## src/rtl/ct_pt_add_sched_if.sv

```systemverilog
// rtl/ct_pt_add_sched_if.sv - requester, datapath and result signals of the ct_pt_add scheduler
interface ct_pt_add_sched_if #(
    parameter int NUM_REQ = 4,
    parameter int ID_W    = 2,
    parameter int CT_W    = 64,
    parameter int PT_W    = 32
);
    logic [NUM_REQ-1:0]           req_valid;
    logic [NUM_REQ-1:0]           req_ready;
    logic [NUM_REQ-1:0][CT_W-1:0] req_ct;
    logic [NUM_REQ-1:0][PT_W-1:0] req_pt;
    logic [CT_W-1:0]              dp_ct;
    logic [PT_W-1:0]              dp_pt;
    logic [CT_W-1:0]              dp_res;
    logic                         res_valid;
    logic                         res_ready;
    logic [CT_W-1:0]              res_ct;
    logic [ID_W-1:0]              res_id;

    modport slave (
        input  req_valid, req_ct, req_pt, dp_res, res_ready,
        output req_ready, dp_ct, dp_pt, res_valid, res_ct, res_id
    );

    modport master (
        output req_valid, req_ct, req_pt, dp_res, res_ready,
        input  req_ready, dp_ct, dp_pt, res_valid, res_ct, res_id
    );
endinterface

```

## src/rtl/ct_pt_add_sched.sv

```systemverilog
// rtl/ct_pt_add_sched.sv - round-robin scheduler sharing one ct_pt_add datapath among requesters
module ct_pt_add_sched #(
    parameter int NUM_REQ = 4,
    parameter int ID_W    = 2,
    parameter int DP_LAT  = 1,
    parameter int CT_W    = 64,
    parameter int PT_W    = 32
) (
    input  logic                clk,
    input  logic                reset,
    ct_pt_add_sched_if.slave    bus,
    output logic                busy,
    output logic [31:0]         op_count
);
    localparam int CNT_W = (DP_LAT > 1) ? $clog2(DP_LAT) : 1;

    typedef enum logic [1:0] {IDLE, EXEC, DONE} state_t;

    state_t           state;
    logic [ID_W-1:0]  last_grant;
    logic [ID_W-1:0]  grant;
    logic             grant_found;
    logic [CNT_W-1:0] cnt;

    function automatic logic [ID_W-1:0] rr_idx(input logic [ID_W-1:0] base, input int k);
        return ID_W'((int'(base) + 1 + k) % NUM_REQ);
    endfunction

    // First valid requester after the previous winner; the scan wraps modulo NUM_REQ.
    always_comb begin
        grant_found = 1'b0;
        grant       = '0;
        for (int k = 0; k < NUM_REQ; k++) begin
            if (!grant_found && bus.req_valid[rr_idx(last_grant, k)]) begin
                grant_found = 1'b1;
                grant       = rr_idx(last_grant, k);
            end
        end
    end

    always_comb begin
        bus.req_ready = '0;
        if (state == IDLE && grant_found) begin
            bus.req_ready[grant] = 1'b1;
        end
    end

    always_ff @(posedge clk) begin
        if (reset) begin
            state         <= IDLE;
            last_grant    <= ID_W'(NUM_REQ - 1);
            cnt           <= '0;
            bus.dp_ct     <= '0;
            bus.dp_pt     <= '0;
            bus.res_ct    <= '0;
            bus.res_id    <= '0;
            bus.res_valid <= 1'b0;
            busy          <= 1'b0;
            op_count      <= '0;
        end else begin
            case (state)
                IDLE: begin
                    if (grant_found) begin
                        bus.dp_ct  <= bus.req_ct[grant];
                        bus.dp_pt  <= bus.req_pt[grant];
                        bus.res_id <= grant;
                        last_grant <= grant;
                        cnt        <= CNT_W'(DP_LAT - 1);
                        busy       <= 1'b1;
                        state      <= EXEC;
                    end
                end
                EXEC: begin
                    if (cnt == '0) begin
                        bus.res_ct    <= bus.dp_res;
                        bus.res_valid <= 1'b1;
                        state         <= DONE;
                    end else begin
                        cnt <= cnt - 1'b1;
                    end
                end
                DONE: begin
                    // Returning to IDLE first keeps the grant out of the hand-off cycle.
                    if (bus.res_ready) begin
                        op_count      <= op_count + 32'd1;
                        bus.res_valid <= 1'b0;
                        busy          <= 1'b0;
                        state         <= IDLE;
                    end
                end
                default: state <= IDLE;
            endcase
        end
    end
endmodule

```

## src/flat_wrapper.sv

```systemverilog
// flat-port wrapper written by rule: the top's interface ports become plain ports
module ct_pt_add_sched_flat 
#(
    parameter int NUM_REQ = 4,
    parameter int ID_W    = 2,
    parameter int DP_LAT  = 1,
    parameter int CT_W    = 64,
    parameter int PT_W    = 32
)
  (clk, reset, busy, op_count, bus_req_valid, bus_req_ct, bus_req_pt, bus_dp_res, bus_res_ready, bus_req_ready, bus_dp_ct, bus_dp_pt, bus_res_valid, bus_res_ct, bus_res_id);
  ct_pt_add_sched_if #(.NUM_REQ(NUM_REQ), .ID_W(ID_W), .CT_W(CT_W), .PT_W(PT_W)) bus_i ();
  input  logic clk;
  input  logic reset;
  output logic busy;
  output logic [31:0] op_count;
  input wire logic [$bits(bus_i.req_valid)-1:0] bus_req_valid;
  input wire logic [$bits(bus_i.req_ct)-1:0] bus_req_ct;
  input wire logic [$bits(bus_i.req_pt)-1:0] bus_req_pt;
  input wire logic [$bits(bus_i.dp_res)-1:0] bus_dp_res;
  input wire logic [$bits(bus_i.res_ready)-1:0] bus_res_ready;
  output wire logic [$bits(bus_i.req_ready)-1:0] bus_req_ready;
  output wire logic [$bits(bus_i.dp_ct)-1:0] bus_dp_ct;
  output wire logic [$bits(bus_i.dp_pt)-1:0] bus_dp_pt;
  output wire logic [$bits(bus_i.res_valid)-1:0] bus_res_valid;
  output wire logic [$bits(bus_i.res_ct)-1:0] bus_res_ct;
  output wire logic [$bits(bus_i.res_id)-1:0] bus_res_id;
  assign bus_i.req_valid = bus_req_valid;
  assign bus_i.req_ct = bus_req_ct;
  assign bus_i.req_pt = bus_req_pt;
  assign bus_i.dp_res = bus_dp_res;
  assign bus_i.res_ready = bus_res_ready;
  assign bus_req_ready = bus_i.req_ready;
  assign bus_dp_ct = bus_i.dp_ct;
  assign bus_dp_pt = bus_i.dp_pt;
  assign bus_res_valid = bus_i.res_valid;
  assign bus_res_ct = bus_i.res_ct;
  assign bus_res_id = bus_i.res_id;
  ct_pt_add_sched #(.NUM_REQ(NUM_REQ), .ID_W(ID_W), .DP_LAT(DP_LAT), .CT_W(CT_W), .PT_W(PT_W)) u_core (.clk(clk), .reset(reset), .bus(bus_i), .busy(busy), .op_count(op_count));
endmodule
```

## config.mk

```make
export PLATFORM = sky130hd
export DESIGN_NAME = ct_pt_add_sched_flat
export DESIGN_NICKNAME = d
export VERILOG_FILES = /design/src/rtl/ct_pt_add_sched_if.sv /design/src/rtl/ct_pt_add_sched.sv /design/src/flat_wrapper.sv
export SDC_FILE = /design/constraint.sdc
export NUM_CORES = 1
export LEC_CHECK = 0
export BUFFER_PORTS_ARGS = -buffer_cell sky130_fd_sc_hd__buf_2
export CAP_MARGIN = 20
export CORE_AREA = 2 2 254 256
export CTS_BUF_LIST = sky130_fd_sc_hd__clkbuf_4
export DETAILED_ROUTE_END_ITERATION = 7
export DIE_AREA = 0 0 256 258
export GPL_ROUTABILITY_DRIVEN = 0
export REMOVE_ABC_BUFFERS = 1
export SYNTH_ARGS = -nofsm -noshare
export SYNTH_HDL_FRONTEND = slang
export SYNTH_SLANG_ARGS = --single-unit
```

## constraint.sdc

```tcl
create_clock -name clk -period 1.9 [get_ports clk]
set_clock_uncertainty 0.15 [all_clocks]
set_input_delay 0.38 -clock clk [delete_from_list [all_inputs] [get_ports clk]]
set_output_delay 0.38 -clock clk [all_outputs]
set_load 0.01 [all_outputs]
```

# [Word level (Yosys, flattened, before mapping)]
# Index checks and enable logic that the tools add are counted.
# Widths: inputs -> output; s select.
[classes] n_bitwise=1 n_reduce_logical=19 add_sub_neg=6 n_mux=35 eq_ne=5 magnitude_cmp=6
[ops] operator="$bmux 64 s2" count=1
[ops] operator="$bmux 32 s2" count=1
[ops] operator="$mux 64" count=1
[ops] operator="$add 32x1->32 const B" count=1
[ops] operator="$mux 32" count=1
[ops] operator="$lt 2x3->1 const B" count=5
[ops] operator="$mux 1" count=14
[ops] operator="$mux 2" count=7
[ops] operator="$reduce_and 3->1" count=3
[ops] operator="$bmux 1 s2" count=4
[ops] operator="$reduce_and 2->1" count=4
[ops] operator="$pmux 1 s2" count=3
[ops] operator="$pmux 2 s3" count=1
[ops] operator="$reduce_bool 2->1" count=3
[ops] operator="$logic_and 1x1->1" count=5
[ops] operator="$add 2x1->2 const B" count=2
[ops] operator="$add 2x2->2 const B" count=2
[ops] operator="$mux 4" count=1
[ops] operator="$ne 2x2->1 const B" count=2
[ops] operator="$logic_not 1->1" count=3
[ops] operator="$demux 1 s2" count=1
[ops] operator="$eq 2x1->1 const B" count=1
[ops] operator="$eq 2x2->1 const B" count=1
[ops] operator="$ge 2x1->1 const B" count=1
[ops] operator="4 further kinds" count=4
[totals] out_inout_bits=200 in_bits=455 register_bits=201

# [Longest topological paths before layout]
# Gate-level depths: netlist of the first run.
[logic_depth] ltp_word=18 ltp_mapped=8 depth_no_buf=6

# [Worst setup path before layout of the first run]
# Ideal clock, no wire load.
[synth_path] path_kind="input to output" from="input port bus_req_valid[0]" to="output port bus_req_ready[1]" arrival_ps=1685 slack_ps=-315 n_path_buf=3 required_ps=1370 path_stages=7 path_cell_list="nand2b_1 a21bo_2 and3_1 buf_2 buf_6 buf_4 nor4_1"
[synth_via] elab_chain_cells=17
[synth_lines] item="start: declaration" line_no="flat_wrapper.sv:16" text="input wire logic [$bits(bus_i.req_valid)-1:0] bus_req_valid;"
[synth_lines] item="$bmux 1 s2" line_no="ct_pt_add_sched.sv:34" text="if (!grant_found && bus.req_valid[rr_idx(last_grant, k)]) begin"
[synth_lines] item="$mux 1 (not written as such)" line_no="ct_pt_add_sched.sv:34"
[synth_lines] item="$mux 1" line_no="ct_pt_add_sched.sv:34"
[synth_lines] item="$logic_not 1->1" line_no="ct_pt_add_sched.sv:34"
[synth_lines] item="$logic_and 1x1->1" line_no="ct_pt_add_sched.sv:34"
[synth_lines] item="$mux 1" line_no="ct_pt_add_sched.sv:34"
[synth_lines] item="$logic_not 1->1" line_no="ct_pt_add_sched.sv:34"
[synth_lines] item="$logic_and 1x1->1" line_no="ct_pt_add_sched.sv:34"
[synth_lines] item="$mux 1" line_no="ct_pt_add_sched.sv:34"
[synth_lines] item="$logic_not 1->1" line_no="ct_pt_add_sched.sv:34"
[synth_lines] item="$logic_and 1x1->1" line_no="ct_pt_add_sched.sv:34"
[synth_lines] item="$mux 2" line_no="ct_pt_add_sched.sv:34"
[synth_lines] item="$lt 2x3->1 (not written as such) or $ge 2x1->1 (tied branches)" line_no="ct_pt_add_sched.sv:44" text="bus.req_ready[grant] = 1'b1;"
[synth_lines] item="$logic_and 1x1->1 (not written as such)" line_no="ct_pt_add_sched.sv:44"
[synth_lines] item="$mux 1 (not written as such)" line_no="ct_pt_add_sched.sv:44"
[synth_lines] item="$demux 1 s2"
[synth_lines] item="$mux 4 (*)" line_no="ct_pt_add_sched.sv:43" text="if (state == IDLE && grant_found) begin"
[synth_lines] item="end: declaration" line_no="flat_wrapper.sv:21" text="output wire logic [$bits(bus_i.req_ready)-1:0] bus_req_ready;"
# Mark *: on every way between the ends. The rest lies on a longest branch, timed or not. The select of a mux whose other input is x is not followed.

# [Worst setup path after layout of the first run]
[layout_path] from="register u_core.last_grant[0]" to="output port bus_req_ready[1]"
[layout_via] elab_chain_cells=18
[layout_lines] item="start: declaration" line_no="ct_pt_add_sched.sv:20" text="logic [ID_W-1:0] last_grant;"
[layout_lines] item="start signal: assignment" line_no="ct_pt_add_sched.sv:51" text="last_grant <= ID_W'(NUM_REQ - 1);"
[layout_lines] item="start signal: assignment" line_no="ct_pt_add_sched.sv:67" text="last_grant <= grant;"
[layout_lines] item="$add 2x1->2 (*)" line_no="ct_pt_add_sched.sv:26" text="return ID_W'((int'(base) + 1 + k) % NUM_REQ);"
[layout_lines] item="branches (longest 16 deep; another with $lt 2x3->1)"
[layout_lines] item="$mux 4 (*)" line_no="ct_pt_add_sched.sv:43"
# Mark *: on every way between the ends. The select of a mux whose other input is x is not followed.

==> results of run 1 <==
[metal layers]
layer  wire, um  vias to the layer above  share of wire [%]  track usage (%)
li1           -                     7274                  -                -
met1      23600                     7231                 38             19.4
met2      30500                      971                 49             30.8
met3       5400                      218                8.6             4.93
met4       3230                        8                5.1             9.65
met5         54                        -              0.086                0
[power by group through the flow]
stage	registers, W	logic, W	clock network [W]
3_5_place_dp	0.00506	0.00445	0
4_1_cts	0.00499	0.00597	0.00271
2_1_floorplan	0.00525	0.00201	0
5_1_grt	0.00510	0.00683	0.00284
3_3_place_gp	0.00506	0.00443	0
6_report	0.00505	0.00647	0.00256
[per-stage QoR]
| stage | std cells | power [W] | hold slack (ns) | instance area (um^2) | TNS, ns |
|---|---|---|---|---|---|
| final | 3443 | 0.0141 | 0.272 | 23300 | -23.96 |
| after global routing | 3443 | 0.0148 | 0.148 | 23300 | -32.60 |
| after CTS | 3389 | 0.0137 | 0.117 | 22300 | -29.28 |
| after detailed placement | 2881 | 0.00951 | 0.292 | 16400 | -52.22 |
| after global placement | 2880 | 0.00949 | 0.289 | 16300 | -80.81 |
| after floorplan | 1232 | 0.00727 | 0.299 | 10600 | -856.18 |
[worst max path at each step]
| stage | start | endpoint | cells past startpoint |
|---|---|---|---|
| 5_1_grt | u_core.last_grant[0]$_SDFFE_PP1P_ | bus_req_ready[1] | 6 |
| 4_1_cts | u_core.last_grant[0]$_SDFFE_PP1P_ | bus_req_ready[1] | 6 |
| 6_report | u_core.last_grant[0]$_SDFFE_PP1P_ | bus_req_ready[1] | 6 |
| 3_3_place_gp | bus_req_valid[1] | u_core.bus.dp_ct[26]$_SDFFE_PP0P_ | 7 |
| 3_5_place_dp | bus_req_valid[1] | u_core.bus.dp_ct[26]$_SDFFE_PP0P_ | 10 |
| 2_1_floorplan | bus_req_valid[1] | bus_req_ready[1] | 3 |
[worst max-delay path: cells and delay by family, from the launching register on]
family	cells	cell delay (ns)
AO/OA/AOI/OAI	1	0.23
flip-flops	1	0.36
AND/OR/NAND/NOR	3	0.60
buffers and inverters	2	0.32
[sequential cells by signal, indices dropped and copies added (netlist names)]
| name | flops |
|---|---|
| u_core.bus.dp_pt | 32 |
| u_core.bus.dp_ct | 64 |
| u_core.last_grant | 2 |
| u_core.bus.res_ct | 64 |
| u_core.busy | 1 |
| u_core.bus.res_valid | 1 |
| u_core.state | 2 |
| u_core.op_count | 32 |
| u_core.bus.res_id | 2 |
[area by class of cell]
class	count	share of cell area, %
Tap cell	855	4.59
Inverter	97	1.56
Sequential cell	200	18.0
Clock inverter	15	0.736
Multi-Input combinational cell	935	29.2
Antenna cell	13	0.140
Clock buffer	17	0.548
Timing Repair Buffer	1311	45.2
[synthesized netlist by cell type, types with 4 or more instances]
cell type                  number
sky130_fd_sc_hd__nand2b_1       5
sky130_fd_sc_hd__xor2_1        17
sky130_fd_sc_hd__nand4_1       10
sky130_fd_sc_hd__nand2_1      238
sky130_fd_sc_hd__o211ai_1      57
sky130_fd_sc_hd__xnor2_1        6
sky130_fd_sc_hd__or3_1          8
sky130_fd_sc_hd__o211ai_2      40
sky130_fd_sc_hd__nor2_1        30
sky130_fd_sc_hd__inv_1         97
sky130_fd_sc_hd__mux2i_1       98
sky130_fd_sc_hd__clkbuf_1      85
sky130_fd_sc_hd__nand3_1        9
sky130_fd_sc_hd__and4_1        96
sky130_fd_sc_hd__dfxtp_1      200
sky130_fd_sc_hd__and3_1         6
sky130_fd_sc_hd__o21ai_0       59
sky130_fd_sc_hd__buf_2         23
sky130_fd_sc_hd__o21ai_1        7
sky130_fd_sc_hd__buf_6         16
sky130_fd_sc_hd__a31oi_1       96
sky130_fd_sc_hd__a21oi_1       79
sky130_fd_sc_hd__buf_1          4
sky130_fd_sc_hd__o21ai_2       40
[cells by family (layout without fill, tap and decap cells)]
family | after synthesis | count (layout) | share of synthesized area (%)
muxes | 98 | 98 | 8.75
adders and majority gates | 1 | 1 | 0.112
AOI/OAI and AO/OA | 386 | 386 | 23.9
buffers and inverters | 228 | 1440 | 9.06
xor gates and xnor gates | 23 | 23 | 1.80
other | 0 | 13 | 0
DFF | 200 | 200 | 35.7
and+or+nand+nor | 427 | 427 | 20.6
[what timing repair did]
| action | in CTS | in global routing |
|---|---|---|
| resized for setup | 171 | 230 |
| endpoints found under the setup margin | 195 | 217 |
| endpoints found under the hold margin | 195 | 0 |
| cloned | 12 | 0 |
| pin swaps | 17 | 26 |
| buffers inserted | 12 | 44 |
| hold buffers | 452 | 0 |
==> implementation parameters, run 1 <==
Parameter                              Value

Global route
  Wire length of the first global-routing pass    90,800 um
  Number of global-route vias before repair    between 15k and 20k
  Total congestion overflow after global routing    0
  GRT Util Overall    17.7%
  Maximum number of pins on one net before global-route repair    65
  Number of antenna violations at the first check in global routing    18

Detailed routing
  Routed wirelength normalized by instance count    18.2 um
  Routed vias/inst    ~4.6
  Routed wire length    approximately 63,000 um
  Remaining antenna violation count    0
  Via count    between 15k and 20k
  Number of design-rule violations left by the first detailed-router iteration    1,324
  Drt first pass iters    5
  Post-route DRC violation count    0

Pwr
  Worst IR drop on VDD    approximately 0.00032 V
  Static leakage    about 11 nW
  Part of the total power dissipated in sequential elements    35.9%
  Switching portion of total power    37.5%
  Areal power density over the cells    604 nW/um^2
  Switching component of the power    about 0.0053 W
  Clock power share    between 15 and 20%
  Internal power summed over all cells    between 0.008 and 0.009 W
  Combinational share of power    a little under half

Worst setup path
  Largest stage delay, worst path    roughly 0.36 ns
  Critical Path, Cell by Cell    nand2b_4, buf_6, a21bo_4, and3_4, nor4_4, buf_2
  Register-to-Register Setup Slack    -0.32 ns
  Category of the worst setup path capture point    output port
  Number of cells on the worst reg-to-reg path    10
  Critical R2R Launch    u_core.last_grant[0]$_SDFFE_PP1P_
  Maximum fanout along the worst path    3
  Critical Path Start Type    register
  Slowest CP cell    sky130_fd_sc_hd__dfxtp_2
  Reg2reg end    u_core.bus.dp_ct[6]$_SDFFE_PP0P_
  Required @ worst endpoint    roughly 1.4 ns
  Worst Path Class, Setup    register to output port
  Crit path arrival time    between 2 and 2.5 ns

Floorplan
  Number of cell rows    93
  Die height    258 um
  Number of ports placed on the die boundary    ~660
  Core Area    roughly 64,000 um^2
  Horizontal die dimension    roughly 260 um
  Die area    ~66,000 um^2
  Initial core utilization    17.6%

STA
  Max-slew violation count    0
  Worst-case headroom to the max-slew limit    between 50 and 60%
  Post-layout worst setup margin    -0.828 ns
  Number of failing setup endpoints in the final timing report    102
  Minimum clock period after layout    about 2.7 ns
  Count of endpoints failing hold in the final timing report    0
  Maximum clock frequency    367 MHz
  Final cycle utilization of the critical path    144%
  Worst-margin pin slew    just over 0.7 ns
  Setup repair after global routing missed its margin    true

Finish
  Filler cells    just over 6k
  Final cell utilization of the core    roughly 37%
  Area of combinational cells with multiple inputs    between 6000 and 7000 um^2
  Post-layout nets    just over 3k
  Share of layout cells above drive strength 1    a little under half
  Area growth from synthesis to layout    108%
  Commonest non-fill, non-tap cells in the layout    sky130_fd_sc_hd__buf_2 (602), sky130_fd_sc_hd__dlygate4sd3_1 (451), sky130_fd_sc_hd__nand2_1 (237), sky130_fd_sc_hd__buf_4 (124), sky130_fd_sc_hd__inv_1 (97)
  Sequential cell area in the final layout    about 4200 um^2
  Commonest non-fill, non-tap cell in the layout    sky130_fd_sc_hd__buf_2

Clocking
  Number of buffers created by CTS    17
  Clock slew at the register clock pins of the worst setup and hold paths    approximately 0.20 ns
  Latest clock arrival within the worst-skew pair    between 0.7 and 0.8 ns
  Clock tree from TritonCTS    done
  Clock sink count    200
  Maximum level of the CTS H-tree    4
  CTS root buffer    sky130_fd_sc_hd__clkbuf_4
  Number of buffers on the longest clock path    2

Hold path
  Beginning of the worst hold path    bus_req_valid[2]
  Path type of the worst min-delay path    input pin to register
  Worst hold path cell count    6
  Worst Hold Endpoint    u_core.last_grant[1]$_SDFFE_PP1P_

Logic synthesis
  Ys async rst share    0%
  Count of flip-flops with a built-in enable after synthesis    0
  #FFs+latches synth    200
  Main area contributors after synthesis    sky130_fd_sc_hd__dfxtp_1 (36%), sky130_fd_sc_hd__mux2i_1 (8.7%), sky130_fd_sc_hd__nand2_1 (8.0%)
  Mean instance size in the synthesized netlist    between 8 and 9 um^2
  Commonest register cell after synthesis    sky130_fd_sc_hd__dfxtp_1
  Fraction of synthesized cell area taken by the top area cell type    35.7%
  Proportion of synthesized chip area in sequential cells    35.7%
  Number of distinct library cells after synthesis    50
  Netlist Area Pre-Place    roughly 11,000 um^2
  Yosys synthesis warning count    0
  Synthesized netlist cell count    1,363
  Cell taking the most area after synthesis    sky130_fd_sc_hd__dfxtp_1

Outcome
  Run status    complete, but fails checks
  Violations in the final reports    negative setup slack

Placed design
  IO Port Bufs    between 600 and 700
  Worst slack at placement    -0.513 ns
  DPL Wire Length    roughly 39,000 um

Job
  Max-cap violations    0
Power figures use the tool's default switching activity.
==> run 2: changes to the inputs <==
- CORE_AREA: 2 2 254 256 -> 8 8 245 247
- DIE_AREA: 0 0 256 258 -> 0 0 253 255
- SETUP_SLACK_MARGIN: default -> 0.15
==> run 2 against run 1 <==
  * The run still ends with negative setup slack left
  * Design area grew 4.1%
  * Register-to-register slack worse by 0.26 ns
  * Combinational power grew 3.6%
  * Largest cell class unchanged
==> implementation parameters, run 2 (same netlist as run 1, synthesis figures left out) <==
Parameter                              Value

Detailed routing
  Via count    16.5k (was 15.7k)
  Drt first pass iters    5 (unchanged)
  Number of design-rule violations left by the first detailed-router iteration    1,253 (was 1,324)
  Routed vias/inst    4.87 (was 4.56)
  Routed wirelength normalized by instance count    21.3 um (was 18.2 um)
  Remaining antenna violation count    0 (unchanged)
  Post-route DRC violation count    0 (unchanged)
  Routed wire length    71,800 um (was 62,700 um)

STA
  Max-slew violation count    0 (unchanged)
  Post-layout worst setup margin    -0.812 ns (was -0.828 ns)
  Worst-case headroom to the max-slew limit    64.6% (was 52.3%)
  Minimum clock period after layout    2.71 ns (was 2.73 ns)
  Worst-margin pin slew    0.516 ns (was 0.716 ns)
  Final cycle utilization of the critical path    143% (was 144%)
  Count of endpoints failing hold in the final timing report    0 (unchanged)
  Setup repair after global routing missed its margin    true (unchanged)
  Maximum clock frequency    369 MHz (was 367 MHz)
  Number of failing setup endpoints in the final timing report    100 (was 102)

Finish
  Commonest non-fill, non-tap cell in the layout    sky130_fd_sc_hd__buf_2 (unchanged)
  Share of layout cells above drive strength 1    48.9% (was 45.6%)
  Post-layout nets    3,047 (was 3,018)
  Commonest non-fill, non-tap cells in the layout    sky130_fd_sc_hd__buf_2 (458), sky130_fd_sc_hd__dlygate4sd3_1 (451), sky130_fd_sc_hd__nand2_1 (237), sky130_fd_sc_hd__buf_6 (222), sky130_fd_sc_hd__dfxtp_2 (174) (was sky130_fd_sc_hd__buf_2 (602), sky130_fd_sc_hd__dlygate4sd3_1 (451), sky130_fd_sc_hd__nand2_1 (237), sky130_fd_sc_hd__buf_4 (124), sky130_fd_sc_hd__inv_1 (97))
  Filler cells    4,993 (was 6,129)
  Area growth from synthesis to layout    116% (was 108%)
  Area of combinational cells with multiple inputs    6710 um^2 (was 6790 um^2)
  Final cell utilization of the core    43.3% (was 36.6%)
  Sequential cell area in the final layout    4310 um^2 (was 4200 um^2)
  Registers with the most flip-flops    u_core.bus.dp_ct (64), u_core.bus.res_ct (64) (unchanged)
  Finished Cell Area    24,200 um^2 (was 23,300 um^2)

Worst setup path
  Maximum fanout along the worst path    3 (unchanged)
  Slowest CP cell    sky130_fd_sc_hd__dfxtp_4 (was sky130_fd_sc_hd__dfxtp_2)
  Crit path arrival time    2.18 ns (was 2.20 ns)
  Critical Path, Cell by Cell    nand2b_4, buf_6, a21o_4, and3_4, nor4_4, buf_2 (was nand2b_4, buf_6, a21bo_4, and3_4, nor4_4, buf_2)
  Worst Path Class, Setup    register to output port (unchanged)
  Critical Path Start Type    register (unchanged)
  Category of the worst setup path capture point    output port (unchanged)
  Largest stage delay, worst path    0.39 ns (was 0.36 ns)
  Required @ worst endpoint    1.37 ns (about the same)

Clocking
  Number of buffers created by CTS    17 (unchanged)
  Latest clock arrival within the worst-skew pair    0.72 ns (about the same)
  Maximum level of the CTS H-tree    4 (unchanged)
  Number of buffers on the longest clock path    2 (unchanged)
  Clock slew at the register clock pins of the worst setup and hold paths    0.18 ns (was 0.20 ns)
  Clock sink count    200 (unchanged)
  Clock tree from TritonCTS    done (unchanged)
  Number of buffers inserted for hold repair after clock tree synthesis    451 (was 452)
  CTS root buffer    sky130_fd_sc_hd__clkbuf_4 (unchanged)

Floorplan
  Core Area    56,000 um^2 (was 63,600 um^2)
  Number of cell rows    87 (was 93)
  Die height    255 um (was 258 um)
  Number of ports placed on the die boundary    655 (unchanged)
  Horizontal die dimension    253 um (was 256 um)
  Die area    64,500 um^2 (was 66,000 um^2)
  Initial core utilization    20.0% (was 17.6%)

Global route
  Maximum number of pins on one net before global-route repair    102 (was 65)
  GRT Util Overall    18.8% (was 17.7%)
  Wire length of the first global-routing pass    94,800 um (was 90,800 um)
  Total congestion overflow after global routing    0 (unchanged)
  Number of antenna violations at the first check in global routing    14 (was 18)
  Number of global-route vias before repair    16.3k (was 16.0k)

Job
  Max-cap violations    0 (unchanged)

Outcome
  Run status    complete, but fails checks (unchanged)
  Violations in the final reports    negative setup slack (unchanged)

Placed design
  DPL Wire Length    41,900 um (was 38,700 um)
  Worst slack at placement    -0.527 ns (was -0.513 ns)
  IO Port Bufs    654 (unchanged)
  Post-placement cell area    16,200 um^2 (was 16,400 um^2)

Pwr
  Static leakage    11.0 nW (was 10.6 nW)
  Areal power density over the cells    597 nW/um^2 (was 604 nW/um^2)
  Worst IR drop on VDD    0.000351 V (was 0.000319 V)

Hold path
  Path type of the worst min-delay path    input pin to register (unchanged)
[run 2: layout make-up]
| type | instances | area share [%] |
|---|---|---|
| Antenna cell | 17 | 0.176 |
| Clock inverter | 15 | 0.702 |
| Timing Repair Buffer | 1339 | 47.7 |
| Clock buffer | 17 | 0.527 |
| Sequential cell | 200 | 17.8 |
| Tap cell | 756 | 3.90 |
| Multi-Input combinational cell | 936 | 27.7 |
| Inverter | 97 | 1.50 |
[run 2: power by group]
| part | switching, W | internal (W) | total (W) |
|---|---|---|---|
| combinational | 0.00311 | 0.00359 | 0.00670 |
| sequential | 0.000438 | 0.00478 | 0.00522 |
| clock | 0.00192 | 0.000628 | 0.00255 |
| total | 0.00546 | 0.00900 | 0.0145 |
[run 2: critical path: cells and delay by family, from the launching register on]
kind,cells,cell delay [ns]
AO/OA/AOI/OAI,1,0.22
AND/OR/NAND/NOR,3,0.54
flip-flops,1,0.39
buffers and inverters,2,0.31
[run 2: what timing repair did]
action	4_1_cts	5_1_grt
buffers inserted	12	68
endpoints found under the hold margin	168	1
gates cloned	4	8
setup endpoints to repair	311	322
resized for setup	115	538
pin swaps	8	49
[run 2: metrics by stage]
step	hold slack (ns)	std cells	TNS (ns)	power [W]
global placement	0.290	2785	-36.75	0.00950
global route	-0.0889	3375	-38.80	0.0151
detailed placement	0.291	2785	-37.65	0.00952
finish	0.00864	3377	-28.30	0.0145
CTS	-0.0672	3284	-30.71	0.0132
floorplan	0.299	1232	-856.18	0.00727
[run 2: path summary, 6_finish.rpt]
kind,startpoint,endpoint,slack [ns],cells past startpoint
max,u_core.last_grant[0]$_SDFFE_PP1P_,bus_req_ready[1],-0.81,6
min,bus_req_valid[0],u_core.last_grant[1]$_SDFFE_PP1P_,0.009,4
max reg2reg,u_core.last_grant[0]$_SDFFE_PP1P_,u_core.bus.dp_ct[24]$_SDFFE_PP0P_,-0.58,8
min reg2reg,u_core.bus.res_ct[60]$_SDFFE_PP0P_,u_core.bus.res_ct[60]$_SDFFE_PP0P_,0.32,2
[run 2: routing by layer]
metal  vias to the layer above  share of wire, %  track usage (%)
li1                       7361                 -                -
met1                      7636                36             20.3
met2                      1145                48             32.8
met3                       312               9.7             5.91
met4                         0               6.2             9.99
met5                         -                 0                0
